[config.mk]
export PLATFORM = sky130hd
export DESIGN_NAME = int_to_float_pipe
export DESIGN_NICKNAME = d
export VERILOG_FILES = /design/src/rtl/int_to_float_pipe.sv
export SDC_FILE = /design/constraint.sdc
export NUM_CORES = 1
export LEC_CHECK = 0
export ABC_CLOCK_PERIOD_IN_PS = 9000
export CAP_MARGIN = 20
export CORE_UTILIZATION = 61
export CTS_BUF_LIST = sky130_fd_sc_hd__clkbuf_4 sky130_fd_sc_hd__clkbuf_8 sky130_fd_sc_hd__clkbuf_16
export CTS_CLUSTER_SIZE = 16
export DETAILED_ROUTE_END_ITERATION = 16
export GPL_ROUTABILITY_DRIVEN = 0
export PLACE_DENSITY_LB_ADDON = 0.15
export SYNTH_ARGS = -nofsm -noshare
export SYNTH_HDL_FRONTEND = slang
export SYNTH_SLANG_ARGS = --single-unit
[constraint.sdc]
create_clock -name clk -period 9 [get_ports clk]
set_input_delay 2.7 -clock clk [delete_from_list [all_inputs] [get_ports clk]]
set_output_delay 2.7 -clock clk [all_outputs]
set_load 0.05 [all_outputs]
[src/rtl/int_to_float_pipe.sv]
// Three-stage integer -> IEEE-754 single converter: negate/latch, normalise, round/pack.
// A single advance enable moves every stage together, so bubbles travel like data.
module int_to_float_pipe #(
  parameter int IN_WIDTH = 32
) (
  input  logic                clk,
  input  logic                rst_n,
  input  logic                in_valid,
  output logic                in_ready,
  input  logic [IN_WIDTH-1:0] in_data,
  input  logic                in_signed,
  input  logic [1:0]          in_rm,
  output logic                out_valid,
  input  logic                out_ready,
  output logic [31:0]         out_data,
  output logic                out_inexact
);

  localparam int         LZW   = $clog2(IN_WIDTH);
  localparam logic [9:0] EBIAS = 10'(127 + IN_WIDTH - 1);

  localparam logic [1:0] RM_RNE = 2'b00;
  localparam logic [1:0] RM_RZ  = 2'b01;
  localparam logic [1:0] RM_RDN = 2'b10;

  logic                adv;
  logic [3:1]          vld_q;

  logic                s1_sign_d, s1_sign_q, s1_zero_d, s1_zero_q;
  logic [IN_WIDTH-1:0] s1_mag_d, s1_mag_q;
  logic [1:0]          s1_rm_q;

  logic                s2_sign_q, s2_zero_q;
  logic [1:0]          s2_rm_q;
  logic [IN_WIDTH-1:0] s2_norm_d, s2_norm_q;
  logic [LZW-1:0]      s2_lz_d, s2_lz_q;

  logic [IN_WIDTH+24:0] s3_ext;
  logic [22:0]          s3_frac;
  logic                 s3_g, s3_s, s3_nx, s3_up, s3_c;
  logic [23:0]          s3_sum;
  logic [9:0]           s3_exp;
  logic [31:0]          out_data_d, out_data_q;
  logic                 out_nx_d, out_nx_q;

  assign adv         = !vld_q[3] | out_ready;
  assign in_ready    = adv;
  assign out_valid   = vld_q[3];
  assign out_data    = out_data_q;
  assign out_inexact = out_nx_q;

  // Most-negative operand negates to itself, which read unsigned is exactly 2^(W-1).
  always_comb begin
    s1_sign_d = in_signed & in_data[IN_WIDTH-1];
    s1_mag_d  = s1_sign_d ? -in_data : in_data;
    s1_zero_d = (in_data == '0);
  end

  // Log2 shifter: each step clears the top 2^k bits if they are all zero.
  always_comb begin
    s2_norm_d = s1_mag_q;
    s2_lz_d   = '0;
    for (int k = LZW - 1; k >= 0; k--) begin
      if ((s2_norm_d >> (IN_WIDTH - (1 << k))) == '0) begin
        s2_norm_d  = s2_norm_d << (1 << k);
        s2_lz_d[k] = 1'b1;
      end
    end
  end

  always_comb begin
    s3_ext  = {s2_norm_q, 25'b0};
    s3_frac = s3_ext[IN_WIDTH+23 -: 23];
    s3_g    = s3_ext[IN_WIDTH];
    s3_s    = |s3_ext[IN_WIDTH-1:0];
    s3_nx   = s3_g | s3_s;
    case (s2_rm_q)
      RM_RNE:  s3_up = s3_g & (s3_s | s3_frac[0]);
      RM_RZ:   s3_up = 1'b0;
      RM_RDN:  s3_up = s2_sign_q & s3_nx;
      default: s3_up = !s2_sign_q & s3_nx;
    endcase
    s3_sum = {1'b0, s3_frac} + {23'b0, s3_up};
    s3_c   = s3_sum[23];
    s3_exp = EBIAS - 10'(s2_lz_q) + 10'(s3_c);
    if (s2_zero_q) begin
      out_data_d = 32'h0000_0000;
      out_nx_d   = 1'b0;
    end else begin
      out_data_d = {s2_sign_q, s3_exp[7:0], s3_c ? 23'b0 : s3_sum[22:0]};
      out_nx_d   = s3_nx;
    end
  end

  always_ff @(posedge clk) begin
    if (!rst_n) begin
      vld_q      <= '0;
      out_data_q <= '0;
      out_nx_q   <= 1'b0;
    end else if (adv) begin
      vld_q <= {vld_q[2:1], in_valid};
      if (vld_q[2]) begin
        out_data_q <= out_data_d;
        out_nx_q   <= out_nx_d;
      end
    end
  end

  // Datapath stages carry no reset; the valid bits qualify them.
  always_ff @(posedge clk) begin
    if (adv) begin
      s1_sign_q <= s1_sign_d;
      s1_zero_q <= s1_zero_d;
      s1_mag_q  <= s1_mag_d;
      s1_rm_q   <= in_rm;
      s2_sign_q <= s1_sign_q;
      s2_zero_q <= s1_zero_q;
      s2_rm_q   <= s1_rm_q;
      s2_norm_q <= s2_norm_d;
      s2_lz_q   <= s2_lz_d;
    end
  end

endmodule

==> flow_summary.yaml, run 1 <==
run_status:
  run_status: "finished clean"
floorplan:
  die_w_um: 105
  rows: 37
  core-area_um2: 10300
  die_height_um: 105
  io_pins: 74
  initial_core_util_pct: 63.1
  die-area_um2: 11100
yosys:
  ys_warn_count: 0
  syn_inst: 641
  async_reset_ff_share_pct: 0
  synth-edff-count: 76
  synth_top_flop_cell: "edfxtp_1"
  yosysUniqueCellTypes: 62
  yosys.area.top_type_share_pct: 35.0
  synth_area_per_cell_um2: 10.2
  netlist_top_cells_area: "edfxtp_1, dfxtp_1, mux2i_1"
  synth_seq_area_share_pct: 46.1
  ys_ff_latch: 112
  synth_area_leader_cell: "edfxtp_1"
  syn_area_um2: 6510
  syn_nets: 685
timing:
  finalCritPeriodShare_pct: 77.5
  finalSetupViolations: 0
  hold_viol: 0
  fmax_mhz: 143
  fin_crit_ns: 6.97
  rsz0062_at_grt: "false"
  max-slew-margin-rel_pct: 38.4
  tns_ns: 0
  max_slew.worst_pin.slew_ns: 0.921
  skew_ns: 0.00731
  slew_viol_final: 0
finish:
  postLayoutCoreUtil_pct: 72.5
  drive_above_1_share_pct: 7.40
  antenna_cells: 0
  area_growth_pct: 14.9
  multiInputGateArea_um2: 3270
  fin_nets: 742
  fillers: 788
  final_common_cell: "edfxtp_1"
  seq_area_um2: 3000
  layout_common_cells: "edfxtp_1, clkdlybuf4s50_1, nand2_1"
clocking:
  htreeDepth: 3
  clkSinkCount: 112
  cts_setup_buffers: 0
  cts_tree: "done"
  clock_tree.root_cell: "clkbuf_8"
  cts_hold_buf: 0
  clock_latency_ns: 0.38
  clockBufferDepth: 2
  ctsResizeCount: 0
  clk_pin_slew_ns: 0.11
  numCtsBuffers: 9
global_route:
  grt_max_degree: 72
  grt_pass1_wl_um: 22300
  grt_overflow: 0
  first_global_vias: 4761
  antenna_found_initial: 0
  gr-usage-all-layers_pct: 25.2
worst_setup_path:
  arrival_ns: 4.27
  endpoint_kind: "primary output"
  rr_worst_depth: 10
  max_stage_delay_ns: 0.73
  cpMaxStageDelayCell: "clkdlybuf4s50_1"
  path_class: "primary input to primary output"
  crit_top_cell: "clkdlybuf4s50_1"
  path_max_fanout: 10
  r2r_end: "s2_norm_q[27]$_DFFE_PN_"
  worstPathRequired_ns: 6.30
  reg2reg_setup_slack_ns: 4.44
  rr_startpoint: "s1_mag_q[24]$_DFFE_PN_"
  cp-start-kind: "primary input"
  crit_chain: "clkdlybuf4s50_1, nor2b_1, inv_2, clkdlybuf4s50_1"
placed_design:
  dp_hpwl_um: 10200
  numPortBuffers: 73
power:
  power.leakage_nw: 2.78
  peakVddDrop_v: 0.0000883
  power.density_nw_per_um2: 178
hold_path:
  worstHoldPathType: "flip-flop to flip-flop"
  hold_start: "s1_rm_q[1]$_DFFE_PN_"
  worstHoldPathCells: 0
  min_to: "s2_rm_q[1]$_DFFE_PN_"
routing:
  dr_total_vias: 5145
  first_pass_iters: 6
  wire_per_inst_um: 16.6
  postRouteAntennaNets: 0
  wl_um: 13900
  viasPerCell: 6.13
  drc: 0
  drt_first_iter_violations: 427
run:
  cap_viol_max_count: 0
where the power goes:
group	switching, mW	internal (mW)
Combinational	0.179	0.144
Clock	0.179	0.124
Sequential	0.0677	0.635
cell families (layout without fill, tap and decap cells):
logic type,after synthesis,in the layout,synth area share (%)
DFF,112,112,46.1
buffers and inverters,44,106,3.73
xor gates and xnor gates,55,55,7.39
and+or+nand+nor,202,202,16.9
muxes,58,58,9.22
AOI/OAI and AO/OA,165,165,15.7
adders and majority gates,5,5,0.960
cell usage after synthesis, drive strengths merged (2+ instances only):
cell	count
and3	8
xor2	24
o21ai	43
a21o	5
mux2	16
nor2b	32
nor3	10
nor4	13
o22ai	3
o41ai	4
o31ai	3
buf	18
inv	14
nand3	21
and4	2
nand2b	3
clkbuf	12
nor2	38
a21oi	49
a31oi	6
dfxtp	36
a22oi	29
mux2i	42
or4	5
xnor2	31
nand4	3
a21boi	10
a211o	2
nand2	55
edfxtp	76
ha	5
nor3b	5
and2	4
a211oi	4
cell type report:
cell class                      count  area share [%]
Timing Repair Buffer               76            10.3
Tap cell                          136            2.27
Clock buffer                       10            1.99
Sequential cell                   112            40.1
Inverter                           14           0.769
Clock inverter                      6           0.819
Multi-Input combinational cell    485            43.7
metal layers:
layer / part of all wire [%] / global-route usage [%] / wire [um] / up-vias
met5: 0 / 0 / 0 / -
met4: 3.4 / 12.0 / 476 / 0
met3: 5.6 / 4.33 / 780 / 59
met2: 50 / 44.5 / 6900 / 230
met1: 41 / 29.8 / 5740 / 2368
li1: - / - / - / 2488
worst max-delay path by stage:
stage / startpoint / endpoint / cells after the start
floorplan: out_ready / in_ready / 2
global placement: out_ready / in_ready / 4
detailed placement: out_ready / in_ready / 4
CTS: out_ready / in_ready / 4
global route: out_ready / in_ready / 4
finish: out_ready / in_ready / 4
flip-flops by register name, summed over array words and instances, names as in the netlist:
register / cells
s2_lz_q: 5
s1_mag_q: 32
out_data: 32
s1_zero_q: 1
out_inexact: 1
s2_zero_q: 1
vld_q: 3
s2_rm_q: 2
s1_rm_q: 2
s2_sign_q: 1
s1_sign_q: 1
s2_norm_q: 31
stage by stage:
stage	hold WS [ns]	std cells	cell area [um2]	power, mW	setup WS [ns]
3_3_place_gp	0.405	822	7250	1.02	2.02
5_1_grt	0.438	839	7480	1.39	1.95
4_1_cts	0.432	838	7460	1.33	2.01
2_1_floorplan	0.400	641	6520	0.938	1.73
6_report	0.432	839	7480	1.33	2.03
3_5_place_dp	0.405	822	7250	1.03	2.01
worst max-delay path, delay by kind of cell:
family,cells,cell delay (ns)
AND/OR/NAND/NOR,1,0.26
buffers and inverters,3,1.31
Power figures use the tool's default switching activity.
==> run 2: changes to the inputs <==
ABC_CLOCK_PERIOD_IN_PS = 6300   (was 9000)
CORE_UTILIZATION = 51   (was 61)
clock period = 6.3 ns   (was 9 ns; I/O delays follow)
==> run 2 against run 1 <==
Compared with the run above: worst setup slack worse by 0.97 ns; final cell count up 3.9%; worst hold slack worse by 0.0096 ns; utilization down 10 points; clock skew up 0.00095 ns; die area up 19%; sequential share of layout area down 0.63 points; power up 53%; via count down 2.4%; count of clock-buffer cells in the layout down 1; critical path type unchanged; largest power group unchanged.
==> flow_summary.yaml, run 2 (synthesized netlist as in run 1, its figures left out) <==
power:
  p_seq_share_pct: 49.2
  swShare_pct: 30.0
  p_int_mw: 1.42
  p_comb_share_pct: 22.7
  power.leakage_nw: 2.83
  clkPwrFrac_pct: 28.2
  power.density_nw_per_um2: 268
  peakVddDrop_v: 0.000137
  p_switching_mw: 0.610
routing:
  first_pass_iters: 5
  viasPerCell: 5.76
  drc: 0
  postRouteAntennaNets: 0
  drt_first_iter_violations: 458
  wl_um: 13600
  dr_total_vias: 5022
  wire_per_inst_um: 15.6
clocking:
  ctsResizeCount: 0
  clkSinkCount: 112
  clock_tree.root_cell: "clkbuf_16"
  clockBufferDepth: 2
  cts_setup_buffers: 0
  htreeDepth: 3
  cts_tree: "done"
  numCtsBuffers: 9
  cts_hold_buf: 0
  clock_latency_ns: 0.35
  clk_pin_slew_ns: 0.07
timing:
  finalCritPeriodShare_pct: 83.2
  max-slew-margin-rel_pct: 38.3
  layout_setup_ws_ns: 1.06
  finalSetupViolations: 0
  fin_crit_ns: 5.24
  fmax_mhz: 191
  tns_ns: 0
  max_slew.worst_pin.slew_ns: 0.922
  hold_viol: 0
  skew_ns: 0.00827
  slew_viol_final: 0
  rsz0062_at_grt: "false"
worst_setup_path:
  path_class: "primary input to primary output"
  path_buf_inv: 3
  worstPathRequired_ns: 4.41
  crit_chain: "clkdlybuf4s50_1, nor2b_1, inv_2, clkdlybuf4s50_1"
  cpMaxStageDelayCell: "clkdlybuf4s50_1"
  cp_top_family: "buffers and inverters"
  endpoint_kind: "primary output"
  path_max_fanout: 4
  crit_top_cell: "clkdlybuf4s50_1"
  max_stage_delay_ns: 0.71
  arrival_ns: 3.35
  cp-start-kind: "primary input"
placed_design:
  dp_hpwl_um: 10200
  numPortBuffers: 73
  dpl_worst_slack_ns: 1.05
  place_area_um2: 7300
finish:
  seq_area_um2: 3000
  layout_common_cells: "edfxtp_1, clkdlybuf4s50_1, nand2_1"
  antenna_cells: 0
  postLayoutCoreUtil_pct: 62.3
  fillers: 1060
  fin_nets: 743
  drive_above_1_share_pct: 7.53
  multiInputGateArea_um2: 3270
  final_common_cell: "edfxtp_1"
  stdcell_area_um2: 7600
  area_growth_pct: 16.7
floorplan:
  io_pins: 74
  die_height_um: 115
  initial_core_util_pct: 53.4
  die_w_um: 115
  rows: 40
  die-area_um2: 13200
  core-area_um2: 12200
global_route:
  grt_pass1_wl_um: 22600
  grt_overflow: 0
  grt_max_degree: 80
  antenna_found_initial: 0
  first_global_vias: 4773
  gr-usage-all-layers_pct: 21.9
run:
  cap_viol_max_count: 0
hold_path:
  worstHoldPathType: "flip-flop to flip-flop"
run_status:
  run_status: "finished clean"
[run 2: changes by cell type in the layout (fill, tap and decap cells not counted)]
cell,change
bufinv_16,+1
clkinv_4,-2
buf_16,-1
clkinv_8,-1
clkbuf_8,-9
inv_6,+1
clkbuf_16,+8
clkinv_2,+2
buf_4,+2
[run 2: cell type report]
type	instances	share of cell area, %
clock buffer	9	2.96
clock inverter	7	1.00
inverter	14	0.757
multi-input combinational	485	43.0
sequential	112	39.5
tap	168	2.76
timing repair buffer	77	10.0
[run 2: worst paths after layout]
path,cells after the start,endpoint,slack [ns],from
worst max-delay path,4,in_ready,1.06,out_ready
worst min-delay path,0,s2_sign_q$_DFFE_PN_,0.42,s1_sign_q$_DFFE_PN_
worst min register to register,0,s2_sign_q$_DFFE_PN_,0.42,s1_sign_q$_DFFE_PN_
worst max register to register,10,s2_norm_q[23]$_DFFE_PN_,1.76,s1_mag_q[24]$_DFFE_PN_
[run 2: routing by layer]
metal / part of all wire [%] / GRT usage (%) / up-vias
met1: 43 / 25.8 / 2273
met2: 47 / 38.1 / 207
met5: 0 / 0 / -
li1: - / - / 2491
met4: 4.2 / 13.4 / 0
met3: 5.4 / 2.90 / 51
[run 2: worst reg2reg max path: stages, from the launching register on]
cell      delay (ns)
edfxtp_1        0.40
or4_1           0.72
nor2_8          0.30
nand2_4         0.15
inv_2           0.21
a21o_1          0.57
inv_2           0.43
a211o_2         0.71
mux2i_1         0.39
mux2i_1         0.13
mux2_2          0.28
[run 2: power by group through the flow]
stage               Clock (mW)  Sequential (mW)  Combinational, mW
floorplan                    0             1.03              0.314
global placement             0             1.01              0.447
detailed placement           0             1.01              0.456
CTS                      0.582            0.997              0.460
global route             0.611             1.01              0.506
finish                   0.573             1.00              0.462
[run 2: through the flow]
step / power (mW) / hold WS (ns) / cells
final: 2.04 / 0.423 / 872
after global routing: 2.13 / 0.426 / 872
after CTS: 2.04 / 0.423 / 872
after detailed placement: 1.47 / 0.405 / 856
after global placement: 1.46 / 0.404 / 856
after floorplan: 1.34 / 0.400 / 641
